--- src/rtl/trig_cap_sched.sv ---
// Capture scheduler: issues one-hot CE pulses LSB-first over a masked bank with a GAP-cycle idle between pulses.
// Optional shadow of captured bank contents on ODATA when TRIG_CAP_SCHED_SHADOW_EN is defined.
module trig_cap_sched #(
    parameter int unsigned N   = 4,
    parameter int unsigned GAP = 1
) (
    input  logic         CLK,
    input  logic         RST,
    input  logic         REQ,
    input  logic [N-1:0] MASK,
    input  logic [N-1:0] IDATA,
    output logic         ACK,
    output logic         BUSY,
    output logic [N-1:0] CE,
    output logic         DONE,
    output logic [N-1:0] ODATA
);

    typedef enum logic [1:0] {S_IDLE, S_SCAN, S_GAP, S_FIN} state_t;

    localparam logic [3:0] GAP_LD = (GAP > 0) ? 4'(GAP - 1) : 4'd0;

    state_t       r_state, w_state_nxt;
    logic [N-1:0] r_pend, w_pend_nxt, w_low;
    logic [3:0]   r_cnt, w_cnt_nxt;
    logic         r_ack, r_busy, r_done;
    logic [N-1:0] r_ce;
    logic         w_accept, w_ack_nxt, w_busy_nxt, w_done_nxt;
    logic [N-1:0] w_ce_nxt;

    // BUSY is still high in the DONE cycle, so a REQ there is dropped rather than queued.
    assign w_accept = (r_state == S_IDLE) && !r_busy && REQ;
    assign w_low    = r_pend & (~r_pend + 1'b1);

    always_ff @(posedge CLK) begin
        if (RST) begin
            r_state <= S_IDLE;
            r_pend  <= '0;
            r_cnt   <= '0;
            r_ack   <= 1'b0;
            r_busy  <= 1'b0;
            r_done  <= 1'b0;
            r_ce    <= '0;
        end else begin
            r_state <= w_state_nxt;
            r_pend  <= w_pend_nxt;
            r_cnt   <= w_cnt_nxt;
            r_ack   <= w_ack_nxt;
            r_busy  <= w_busy_nxt;
            r_done  <= w_done_nxt;
            r_ce    <= w_ce_nxt;
        end
    end

    always_comb begin
        w_state_nxt = r_state;
        w_pend_nxt  = r_pend;
        w_cnt_nxt   = r_cnt;
        case (r_state)
            S_IDLE: begin
                if (w_accept) begin
                    w_pend_nxt  = MASK;
                    w_state_nxt = (MASK != '0) ? S_SCAN : S_FIN;
                end
            end
            S_SCAN: begin
                w_pend_nxt = r_pend & ~w_low;
                if (w_pend_nxt == '0) begin
                    w_state_nxt = S_FIN;
                end else if (GAP > 0) begin
                    w_state_nxt = S_GAP;
                    w_cnt_nxt   = GAP_LD;
                end else begin
                    w_state_nxt = S_SCAN;
                end
            end
            S_GAP: begin
                if (r_cnt == '0) begin
                    w_state_nxt = S_SCAN;
                end else begin
                    w_cnt_nxt = r_cnt - 1'b1;
                end
            end
            default: w_state_nxt = S_IDLE;
        endcase
    end

    always_comb begin
        w_ack_nxt  = w_accept;
        w_busy_nxt = w_accept || (r_state != S_IDLE);
        w_done_nxt = (r_state == S_FIN);
        w_ce_nxt   = (r_state == S_SCAN) ? w_low : '0;
    end

    assign ACK  = r_ack;
    assign BUSY = r_busy;
    assign DONE = r_done;
    assign CE   = r_ce;

`ifdef TRIG_CAP_SCHED_SHADOW_EN
    logic [N-1:0] r_odata;

    // Bit b is sampled on the edge that ends its CE pulse, matching the bank cell's capture.
    always_ff @(posedge CLK) begin
        if (RST) begin
            r_odata <= '0;
        end else begin
            r_odata <= (r_odata & ~r_ce) | (IDATA & r_ce);
        end
    end

    assign ODATA = r_odata;
`else
    logic w_unused_idata;

    assign w_unused_idata = ^IDATA;
    assign ODATA          = '0;
`endif

endmodule

--- config.mk ---
export PLATFORM = sky130hd
export DESIGN_NAME = trig_cap_sched
export DESIGN_NICKNAME = d
export VERILOG_FILES = /design/src/rtl/trig_cap_sched.sv
export SDC_FILE = /design/constraint.sdc
export NUM_CORES = 1
export LEC_CHECK = 0
export CORE_UTILIZATION = 35
export DETAILED_ROUTE_END_ITERATION = 6
export GPL_ROUTABILITY_DRIVEN = 0
export PLACE_DENSITY = 0.61
export SYNTH_ARGS = -nofsm -noshare
export SYNTH_HDL_FRONTEND = slang
export SYNTH_SLANG_ARGS = --single-unit
--- constraint.sdc ---
create_clock -name CLK -period 4.2 [get_ports CLK]
set_clock_uncertainty 0.05 [all_clocks]
set_input_delay 0.84 -clock CLK [delete_from_list [all_inputs] [get_ports CLK]]
set_output_delay 0.84 -clock CLK [all_outputs]
set_load 0.05 [all_outputs]
==> out/results.env <==
FINAL_PERIOD_MINUS_WORST_SETUP_SLACK_PS=2447
WORST_R2R_STARTPOINT='r_state[0]'
WORST_SLEW_SLACK_AS_A_FRACTION_OF_ITS_LIMIT=0.6640
NUMBER_OF_GLOBAL_ROUTE_VIAS_BEFORE_REPAIR=578
WORST_HOLD_STARTPOINT='r_cnt[3]'
MEASURED_SLEW_AT_THE_WORST_SLEW_CHECK_PIN_PS=502.4
POWER_DENSITY_mW_PER_MM2=340.0
NETLIST-CELL-TYPE-COUNT=39
POST_SYNTH_TOP_CELLS='sky130_fd_sc_hd__dfxtp_1 (17), sky130_fd_sc_hd__buf_4 (5), sky130_fd_sc_hd__inv_1 (5), sky130_fd_sc_hd__nor2_1 (5)'
NETLIST.TOP_CELL.BY_AREA='sky130_fd_sc_hd__dfxtp_1'
SYNTHESIS.INSTANCES=91
IR_DROP_mV=0.2190
SORT_OF_ELEMENT_AT_THE_END_OF_THE_CRITICAL_PATH='output pin'
DR.FIRST_ITER.DRC_COUNT=11
HOLD-PATH-CELL-COUNT=2
WIRELENGTH_UM=1589
DETAILEDROUTE.FIRSTPASSITERATIONCOUNT=4
NUMBER_OF_ANTENNA_VIOLATIONS_AT_THE_FIRST_CHECK_IN_GLOBAL_ROUTING=0
REGTOREGENDPOINT='r_cnt[0]'
CP_SLOWEST_STAGE_DELAY_PS=840
NETLIST_AREA_UM2=863.3
POWER_uW=339.5
OUTCOME='finished, final reports clean'
CTS_BUFFERS=3
VIASPERCELL=5.108
CRIT_CHAIN='clkdlybuf4s50_1'
PATH_TYPE_OF_THE_WORST_SETUP_PATH='reg -> out'
YOSYS.AREA_SHARE.XOR_XNOR=0
IO_BUFFERS=13
GRT_UTIL_MET3=0.05263
CRIT_PATH_START_KIND='register'
CRITICAL-PATH-TOP-DELAY-FAMILY='buffers and inverters'
R2R_SLACK_PS=2610
GRT.MET2_USAGE=0.1926
DIE_WIDTH_UM=51.67
LEAKAGE_uW=0.0003750
CTS_SETUP_BUFFERS=0
SYNTH.TOP_CELLS.BY_AREA='sky130_fd_sc_hd__dfxtp_1 (39%), sky130_fd_sc_hd__buf_4 (4.3%), sky130_fd_sc_hd__nand2b_4 (3.2%), sky130_fd_sc_hd__ha_1 (2.9%), sky130_fd_sc_hd__nor4b_4 (2.8%)'
CLK_SLEW_ON_WORST_S_H_PATHS_PS=100
DESIGN.CORE.AREA_MM2=0.002276
CTS_SINKS=17
CAP_VIOL_MAX_COUNT=0
PATH_MAX_FANOUT=4
REQUIRED_PS=3310
TIMING.CRITICAL_PATH.SLOWEST_STAGE_CELL='sky130_fd_sc_hd__clkdlybuf4s50_1'
PREDOMINANT_POST_SYNTHESIS_FLOP_CELL='sky130_fd_sc_hd__dfxtp_1'
DETAIL-ROUTE-ANTENNA-NETS=0
DESIGN.FINAL.NETS=116
FLOORPLAN.INITIALDENSITY=0.3793
POST-ROUTE-PERIOD-UTIL=0.5826
GRT_SETUP_UNREPAIRED='no'
CLOCKBUFFERDEPTH=2
CTS.HTREE.LEVELS=1
DP.FINAL_HPWL_UM=1140
TOTAL_OF_FILL_CELLS_IN_THE_FINISHED_DESIGN=241
FIN_SETUP_TNS_PS=0
SYNTH_COMPOUND_AREA_FRAC=0.1551
TIMING.REG2REG.WORST_PATH_DEPTH=3
TIMING.HOLD.WS_PS=466.4
SYNTHESIS.AREA_PER_INSTANCE_UM2=9.487
LAYOUT-DRIVE-GT1-SHARE=0.1078
DESIGN.DIE.AREA_MM2=0.002669
GROUTE.USAGE.OVERALL=0.1351
DIE_H_UM=51.67
ROW_COUNT=17
DESIGN.PORTCOUNT=22
GRT_FIRST_PASS_WIRELENGTH_UM=2601
FINAL_HOLD_VIOL_COUNT=0
CTS_HOLD_REPAIR.BUFFERS=0
SYNTH.MUX.AREA_FRACTION=0.03623
LAYOUT.CORE_UTILIZATION=0.4387
PIN_COUNT_OF_THE_BIGGEST_NET_ENTERING_GLOBAL_ROUTING=11
YOSYS.CELL_COUNT.TOP_TYPE='sky130_fd_sc_hd__dfxtp_1'
SYNTH-ASYNC-RESET-RATIO=0
WORSTPATHBUFFERINVERTERCOUNT=1
POSTSYNTHREGISTERBITS=17
SETUP_VIOL=0
HOLD_PATH_CLASS='reg -> reg'
GRT_OVERFLOW_TOTAL=0
GR-USAGE-MET1=0.1804
TIMING.FINAL.MAX_SLEW_VIOLATIONS=0
FINALINSTANCEAREA_UM2=998.5
MAX_FREQ_MHz=408.7
FLOW.AREA_GROWTH_FROM_SYNTHESIS_PCT=15.65
WORST_HOLD_PATH.ENDPOINT='r_cnt[3]'
LARGEST_FAMILY_OF_LOGIC_CELLS_BY_SYNTHESIZED_AREA='simple AND/OR/NAND/NOR gates'
YOSYSSEQAREASHARE=0.3942
DETAILROUTE.VIA_COUNT=664
YOSYSWARNINGS=0
CLK_LATENCY_PS=290
DPL-INSTANCE-AREA_UM2=972.2
SYNTH_FA_HA_AREA_FRAC=0.02899
CTS_ROOT_BUFFER='sky130_fd_sc_hd__clkbuf_4'
POST_SYNTH_AND_OR_NAND_NOR_AREA_FRACTION=0.2768
POST_CTS_GATE_RESIZE_COUNT=0
NETLIST.AREA_LEADER.SHARE=0.3942
ANTENNADIODECOUNT=0
WORST_EP_ARRIVAL_TIME_PS=1560
SYNTH_EDF_COUNT=0
DRT_DRC_VIOLATIONS_LEFT=0
GRT_BUSIEST_LAYER='met2'
ROUTEDWLPERCELL_UM=12.22
CTS_TREE='built'
[flip-flops by register name, summed over array words and instances, names as in the netlist]
name / cells
r_state: 2
DONE: 1
ACK: 1
r_cnt: 4
CE: 4
BUSY: 1
r_pend: 4
[how the worst max path moves through the flow]
| stage | start | end | slack [ps] | cells after the start |
|---|---|---|---|---|
| 3_3_place_gp | RST | r_cnt[0] | 1720 | 4 |
| 3_5_place_dp | RST | r_cnt[0] | 1690 | 4 |
| 5_1_grt | BUSY | BUSY | 1690 | 1 |
| 4_1_cts | BUSY | BUSY | 1740 | 1 |
| 2_1_floorplan | RST | r_cnt[0] | 2380 | 4 |
| 6_report | BUSY | BUSY | 1750 | 1 |
[worst min-delay path: cells and delay by family (launching register included)]
| family | cells | cell delay (ps) |
|---|---|---|
| compound gates | 2 | 140 |
| flops | 1 | 340 |
[metrics by stage]
stage               cells  setup slack [ps]
floorplan              94              2381
global placement      126              1718
detailed placement    126              1685
CTS                   130              1740
global route          130              1689
finish                130              1753
[where the power goes]
| part | internal, µW | switching (µW) |
|---|---|---|
| registers | 168 | 12.7 |
| clock network | 36.9 | 50.5 |
| logic | 30.2 | 40.8 |
[final cells by class]
type                            count  area [µm²]  share of cell area
Multi-Input combinational cell     62       444.2              0.4449
Inverter                            6       22.52             0.02256
Sequential cell                    17       340.3              0.3409
Tap cell                           28       35.03             0.03509
Timing Repair Buffer               13       130.1              0.1303
Clock buffer                        4       26.28             0.02632
[layer usage]
metal | up-vias | share of wire
met3 | 2 | 0.031
met2 | 11 | 0.45
met1 | 307 | 0.52
li1 | 344 | -
met5 | - | 0
met4 | 0 | 0.0057
[logic make-up (layout without fill, tap and decap cells)]
family / after synthesis / in the layout
simple gates: 34 / 34
other cells: 1 / 4
flops: 17 / 17
compound gates: 19 / 19
mux: 3 / 3
buf+inv: 15 / 23
fa+ha+maj: 2 / 2
[layout by cell type, fill, tap and decap left out, types with 2 or more instances in the layout]
cell type / count
sky130_fd_sc_hd__a211oi_1: 2
sky130_fd_sc_hd__a21oi_1: 4
sky130_fd_sc_hd__clkbuf_4: 3
sky130_fd_sc_hd__clkdlybuf4s50_1: 13
sky130_fd_sc_hd__conb_1: 4
sky130_fd_sc_hd__dfxtp_1: 17
sky130_fd_sc_hd__ha_1: 2
sky130_fd_sc_hd__inv_1: 5
sky130_fd_sc_hd__mux2i_1: 2
sky130_fd_sc_hd__nand2_1: 4
sky130_fd_sc_hd__nand2b_4: 2
sky130_fd_sc_hd__nand3_1: 2
sky130_fd_sc_hd__nor2_1: 5
sky130_fd_sc_hd__nor2b_1: 2
sky130_fd_sc_hd__nor3_1: 3
sky130_fd_sc_hd__nor3b_1: 3
sky130_fd_sc_hd__o21ai_0: 4
sky130_fd_sc_hd__o31ai_1: 2
sky130_fd_sc_hd__or4_1: 3
Note: power is estimated with default switching activity, not from simulation.
